--- src/rtl/vga_pkg.sv ---
// Shared screen geometry, plot payload and arbiter state encoding for the VGA plot path.
package vga_pkg;

    localparam int unsigned SCREEN_W = 160;
    localparam int unsigned SCREEN_H = 120;
    localparam int unsigned X_W      = 8;
    localparam int unsigned Y_W      = 7;
    localparam int unsigned COL_W    = 3;

    typedef enum logic {
        IDLE = 1'b0,
        HOLD = 1'b1
    } arb_state_t;

    typedef struct packed {
        logic [X_W-1:0]   x;
        logic [Y_W-1:0]   y;
        logic [COL_W-1:0] colour;
    } plot_t;

endpackage

--- src/rtl/vga_plot_arbiter_rr_pick.sv ---
// Combinational round-robin picker: first set request after index last_i, wrapping modulo NREQ.
module rr_pick #(
    parameter int unsigned NREQ  = 3,
    parameter int unsigned IDX_W = $clog2(NREQ)
) (
    input  logic [NREQ-1:0]  req_i,
    input  logic [IDX_W-1:0] last_i,
    output logic [NREQ-1:0]  pick_o,
    output logic [IDX_W-1:0] idx_o,
    output logic             any_o
);

    logic [IDX_W-1:0] cand;

    always_comb begin
        pick_o = '0;
        idx_o  = '0;
        any_o  = 1'b0;
        cand   = '0;
        // k = NREQ lands back on last_i, so the previous owner has lowest priority
        for (int k = 1; k <= int'(NREQ); k++) begin
            cand = IDX_W'((32'(last_i) + 32'(k)) % 32'(NREQ));
            if (!any_o && req_i[cand]) begin
                pick_o[cand] = 1'b1;
                idx_o        = cand;
                any_o        = 1'b1;
            end
        end
    end

endmodule

--- src/rtl/vga_plot_arbiter.sv ---
// Round-robin sharing of the single VGA adapter plot port among NREQ drawing engines,
// with one-cycle registered plot output, off-screen clipping and saturating debug counters.
module vga_plot_arbiter
    import vga_pkg::*;
#(
    parameter int unsigned NREQ  = 3,
    parameter int unsigned CNT_W = 16
) (
    input  logic                  clk,
    input  logic                  rst,
    input  logic [NREQ-1:0]       req,
    output logic [NREQ-1:0]       gnt,
    input  logic [NREQ*X_W-1:0]   req_x,
    input  logic [NREQ*Y_W-1:0]   req_y,
    input  logic [NREQ*COL_W-1:0] req_colour,
    input  logic [NREQ-1:0]       req_plot,
    output logic [X_W-1:0]        vga_x,
    output logic [Y_W-1:0]        vga_y,
    output logic [COL_W-1:0]      vga_colour,
    output logic                  vga_plot,
    output logic                  busy,
    output logic [CNT_W-1:0]      plot_count,
    output logic [7:0]            clip_count
);

    localparam int unsigned IDX_W = $clog2(NREQ);

    arb_state_t       state_q, state_d;
    logic [NREQ-1:0]  gnt_q, gnt_d;
    logic [IDX_W-1:0] last_q, last_d;
    logic             busy_q, busy_d;
    plot_t            vga_q, vga_d;
    logic             vga_plot_q, vga_plot_d;
    logic [CNT_W-1:0] plot_cnt_q, plot_cnt_d;
    logic [7:0]       clip_cnt_q, clip_cnt_d;

    logic [NREQ-1:0]  pick;
    logic [IDX_W-1:0] pick_idx;
    logic             pick_any;
    plot_t            sel;
    logic             accept;
    logic             on_screen;

    rr_pick #(
        .NREQ  (NREQ),
        .IDX_W (IDX_W)
    ) u_rr_pick (
        .req_i  (req),
        .last_i (last_q),
        .pick_o (pick),
        .idx_o  (pick_idx),
        .any_o  (pick_any)
    );

    always_ff @(posedge clk or posedge rst) begin
        if (rst) begin
            state_q    <= IDLE;
            gnt_q      <= '0;
            last_q     <= IDX_W'(NREQ - 1);
            busy_q     <= 1'b0;
            vga_q      <= '0;
            vga_plot_q <= 1'b0;
            plot_cnt_q <= '0;
            clip_cnt_q <= '0;
        end else begin
            state_q    <= state_d;
            gnt_q      <= gnt_d;
            last_q     <= last_d;
            busy_q     <= busy_d;
            vga_q      <= vga_d;
            vga_plot_q <= vga_plot_d;
            plot_cnt_q <= plot_cnt_d;
            clip_cnt_q <= clip_cnt_d;
        end
    end

    // Grant FSM: a grant is held until its owner drops req, never pre-empted
    always_comb begin
        state_d = state_q;
        gnt_d   = gnt_q;
        last_d  = last_q;
        busy_d  = busy_q;
        case (state_q)
            IDLE: begin
                if (pick_any) begin
                    gnt_d   = pick;
                    last_d  = pick_idx;
                    busy_d  = 1'b1;
                    state_d = HOLD;
                end
            end
            HOLD: begin
                if (!req[last_q]) begin
                    gnt_d   = '0;
                    busy_d  = 1'b0;
                    state_d = IDLE;
                end
            end
            default: begin
                gnt_d   = '0;
                busy_d  = 1'b0;
                state_d = IDLE;
            end
        endcase
    end

    // Plot path: mux the granted engine, clip off-screen points, count outcomes
    always_comb begin
        sel = '0;
        for (int i = 0; i < int'(NREQ); i++) begin
            if (gnt_q[i]) begin
                sel.x      = req_x[i*X_W +: X_W];
                sel.y      = req_y[i*Y_W +: Y_W];
                sel.colour = req_colour[i*COL_W +: COL_W];
            end
        end
        accept    = |(gnt_q & req_plot);
        on_screen = (sel.x < X_W'(SCREEN_W)) && (sel.y < Y_W'(SCREEN_H));

        vga_plot_d = accept && on_screen;
        vga_d      = vga_plot_d ? sel : vga_q;

        plot_cnt_d = plot_cnt_q;
        clip_cnt_d = clip_cnt_q;
        if (accept && on_screen && (plot_cnt_q != '1)) begin
            plot_cnt_d = plot_cnt_q + CNT_W'(1);
        end
        if (accept && !on_screen && (clip_cnt_q != '1)) begin
            clip_cnt_d = clip_cnt_q + 8'(1);
        end
    end

    assign gnt        = gnt_q;
    assign busy       = busy_q;
    assign vga_x      = vga_q.x;
    assign vga_y      = vga_q.y;
    assign vga_colour = vga_q.colour;
    assign vga_plot   = vga_plot_q;
    assign plot_count = plot_cnt_q;
    assign clip_count = clip_cnt_q;

endmodule

--- config.mk ---
export PLATFORM = sky130hd
export DESIGN_NAME = vga_plot_arbiter
export DESIGN_NICKNAME = d
export VERILOG_FILES = /design/src/rtl/vga_pkg.sv /design/src/rtl/vga_plot_arbiter_rr_pick.sv /design/src/rtl/vga_plot_arbiter.sv
export SDC_FILE = /design/constraint.sdc
export NUM_CORES = 1
export LEC_CHECK = 0
export ABC_AREA = 1
export BUFFER_PORTS_ARGS = -buffer_cell sky130_fd_sc_hd__buf_2
export CORE_MARGIN = 4
export CORE_UTILIZATION = 35
export DETAILED_ROUTE_END_ITERATION = 10
export GPL_TIMING_DRIVEN = 1
export PLACE_DENSITY = 0.62
export SLEW_MARGIN = 20
export SYNTH_ARGS = -nofsm -noshare
export SYNTH_HDL_FRONTEND = slang
export SYNTH_HIERARCHICAL = 1
export SYNTH_SLANG_ARGS = --single-unit
--- constraint.sdc ---
create_clock -name clk -period 2.6 [get_ports clk]
set_input_delay 0.78 -clock clk [delete_from_list [all_inputs] [get_ports clk]]
set_output_delay 0.78 -clock clk [all_outputs]
set_load 0.03 [all_outputs]
==> results.yml <==
global_route:
  met3_usage: 0.03315
  track_usage: 0.1664
  grtUsageMet2: 0.2651
  antenna_found_initial: 0
  grt_start_max_net_pins: 36
  grtUsageMet1: 0.2312
  grt-ovfl-total: 0
  grt_pass1_vias: 2902
  grt_pass1_wl_um: 14020
  grt_busiest_layer: "met2"
timing:
  min_period_over_period: 0.8524
  setup_tns_ns: 0
  timing_hold_violations_final: 0
  setup_viol: 0
  fmax_mhz: 451.2
  skew_ns: 0.008456
  tightest_slew_ns: 0.4298
  drv_slew: 0
  fin_crit_ns: 2.216
  relSlewSlack: 0.7128
  grt_setup_unrepaired: "false"
synth:
  syn_nets: 502
  synth_cell_types: 34
  syn_inst: 434
  yosys_warnings: 6
  synth-edff-count: 0
  synth.avg_cell_area_um2: 7.222
  syn_area_um2: 3134
  synthArstFlopShare: 1.000
  synthFlopType: "dfrtp_1"
  synth-seq-cells: 50
  ys_seq_area_frac: 0.3996
die:
  die_w_um: 102.6
  die-area_um2: 10530
  dieHeight_um: 102.6
  rows: 34
  start_util: 0.3594
  core_um2: 8721
  num_io_pins: 109
finish:
  drive_gt1_frac: 0.2642
  antenna_cells: 0
  postLayoutCoreUtil: 0.4440
  area_growth_syn_to_layout_pct: 23.55
  layout_common_cells: "163 x nand2_1, 108 x buf_2, 52 x nand3_1"
  layout_commonest_cell: "nand2_1"
  nNetsFinal: 612
clocking:
  cts_buffers: 5
  clock_latency_ns: 0.30
  cts_max_path_buffers: 2
  htreeDepth: 2
  cts_root_buf: "clkbuf_8"
  postCtsSetupBuffers: 0
  cts_hold_buf: 0
  cts_sinks: 50
  cts_resized: 0
  clkTransAtPathRegs_ns: 0.10
  cts_tree: "built"
worst_setup_path:
  worst_path_most_repeated_cell: "nand2_2"
  cpPeakStageDelay_ns: 0.42
  worstPathArrival_ns: 2.45
  crit_chain: "inv_1 -> ha_1 -> inv_2 -> nand2_2 -> nand3_2 -> nand2_2 -> nand2_2 -> or2_1 -> nand2_1 -> mux2_2"
  crit_path_end_kind: "register"
  critical-path-slowest-cell: "dfrtp_1"
  worstPathRequired_ns: 2.83
  startpoint_type: "register"
  crit_type: "register to register"
  critPathMaxFanout: 8
route:
  dr_total_vias: 3132
  finalWirelength_um: 8463
  ant_nets: 0
  post_drt_wl_per_cell_um: 12.96
  firstDrtPassIters: 4
  drc: 0
  drtIter0Drc: 103
  drt-vias-per-instance: 4.796
placed_design:
  dp_hpwl_um: 6643
  io_buffers: 108
  place.gp.congestion: 0.8646
power_and_ir_drop:
  ir_worst_vdd_v: 0.0005034
  p_leak_nw: 2.106
  p_per_area_nw_per_um2: 964.6
flow_run:
  drv_cap: 0
worst_hold_path:
  hp-class: "input pin to async pin"
run_status:
  status: "finished, final reports clean"
==> flip-flops by register name, indices dropped and copies added, names as in the netlist <==
name and count:
plot_count 16, clip_count 8, vga_x 8, vga_y 7
gnt 3, vga_colour 3, last_q 2, busy 1
state_q 1, vga_plot 1
==> area by class of cell <==
| cell class | instances | area (um^2) |
|---|---|---|
| fill | 892 | 4848 |
| multi-input combinational | 339 | 1673 |
| sequential | 50 | 1252 |
| timing repair buffer | 116 | 600.6 |
| tap | 108 | 135.1 |
| inverter | 32 | 121.4 |
| clock buffer | 5 | 68.82 |
| clock inverter | 3 | 21.27 |
==> worst max-delay path, delay by kind of cell (launching register included) <==
kind,cells,cell delay [ns]
buffers and inverters,2,0.18
muxes,1,0.35
and+or+nand+nor,6,0.79
adders and majority gates,1,0.42
DFF,1,0.42
==> cell families (layout without fill, tap and decap cells) <==
group | after synthesis | in the layout | share of synthesized area
AOI/OAI and AO/OA | 49 | 49 | 0.08463
xor gates and xnor gates | 19 | 19 | 0.05309
adders and majority gates | 6 | 6 | 0.02395
buffers and inverters | 45 | 156 | 0.06666
DFF | 50 | 50 | 0.3996
muxes | 1 | 1 | 0.003593
and+or+nand+nor | 264 | 264 | 0.3685
==> report_power, final <==
group / switching [mW] / internal, mW / leakage [nW]
clock: 0.268 / 0.190 / 0.0441
combinational: 1.42 / 0.658 / 1.40
sequential: 0.190 / 1.01 / 0.663
total: 1.87 / 1.86 / 2.11
==> per-layer routing <==
| metal | vias to the layer above | wire length [um] |
|---|---|---|
| met5 | - | 0 |
| met4 | 0 | 100 |
| met3 | 8 | 582 |
| met2 | 94 | 3884 |
| met1 | 1428 | 3896 |
| li1 | 1602 | - |
==> worst paths after layout <==
kind                            from             to  slack, ns  cells past startpoint
max                        last_q[0]      last_q[1]       0.38                     10
max reg2reg                last_q[0]      last_q[1]       0.38                     10
min reg2reg                 vga_x[1]       vga_x[1]       0.49                      2
min                              rst  plot_count[6]       0.45                      2
max in group asynchronous        rst       vga_x[3]       1.57                      3
min in group clk            vga_x[1]       vga_x[1]       0.49                      2
==> stage by stage <==
step	cell area (um^2)	instances	setup slack, ns	power, mW	hold slack [ns]
floorplan	3134	434	0.5703	2.769	0.4863
global placement	3782	645	0.3878	3.262	0.4647
detailed placement	3782	645	0.3427	3.306	0.4696
CTS	3872	653	0.3908	3.781	0.4505
global route	3872	653	0.1780	4.093	0.4660
finish	3872	653	0.3836	3.735	0.4452
==> cell usage after synthesis, drive strengths merged (4+ instances only) <==
library cell	n	area, um^2
dfrtp	49	1226
xnor2	7	61.31
a21oi	9	45.04
ha	6	75.07
o21ai	37	185.2
nand3	54	287.8
xor2	12	105.1
inv	31	116.4
nor3	4	20.02
clkbuf	5	20.01
nor2	26	121.4
buf	8	67.56
or2	7	43.79
nand2	169	649.4
No activity file was read; power rests on OpenSTA's default activity.
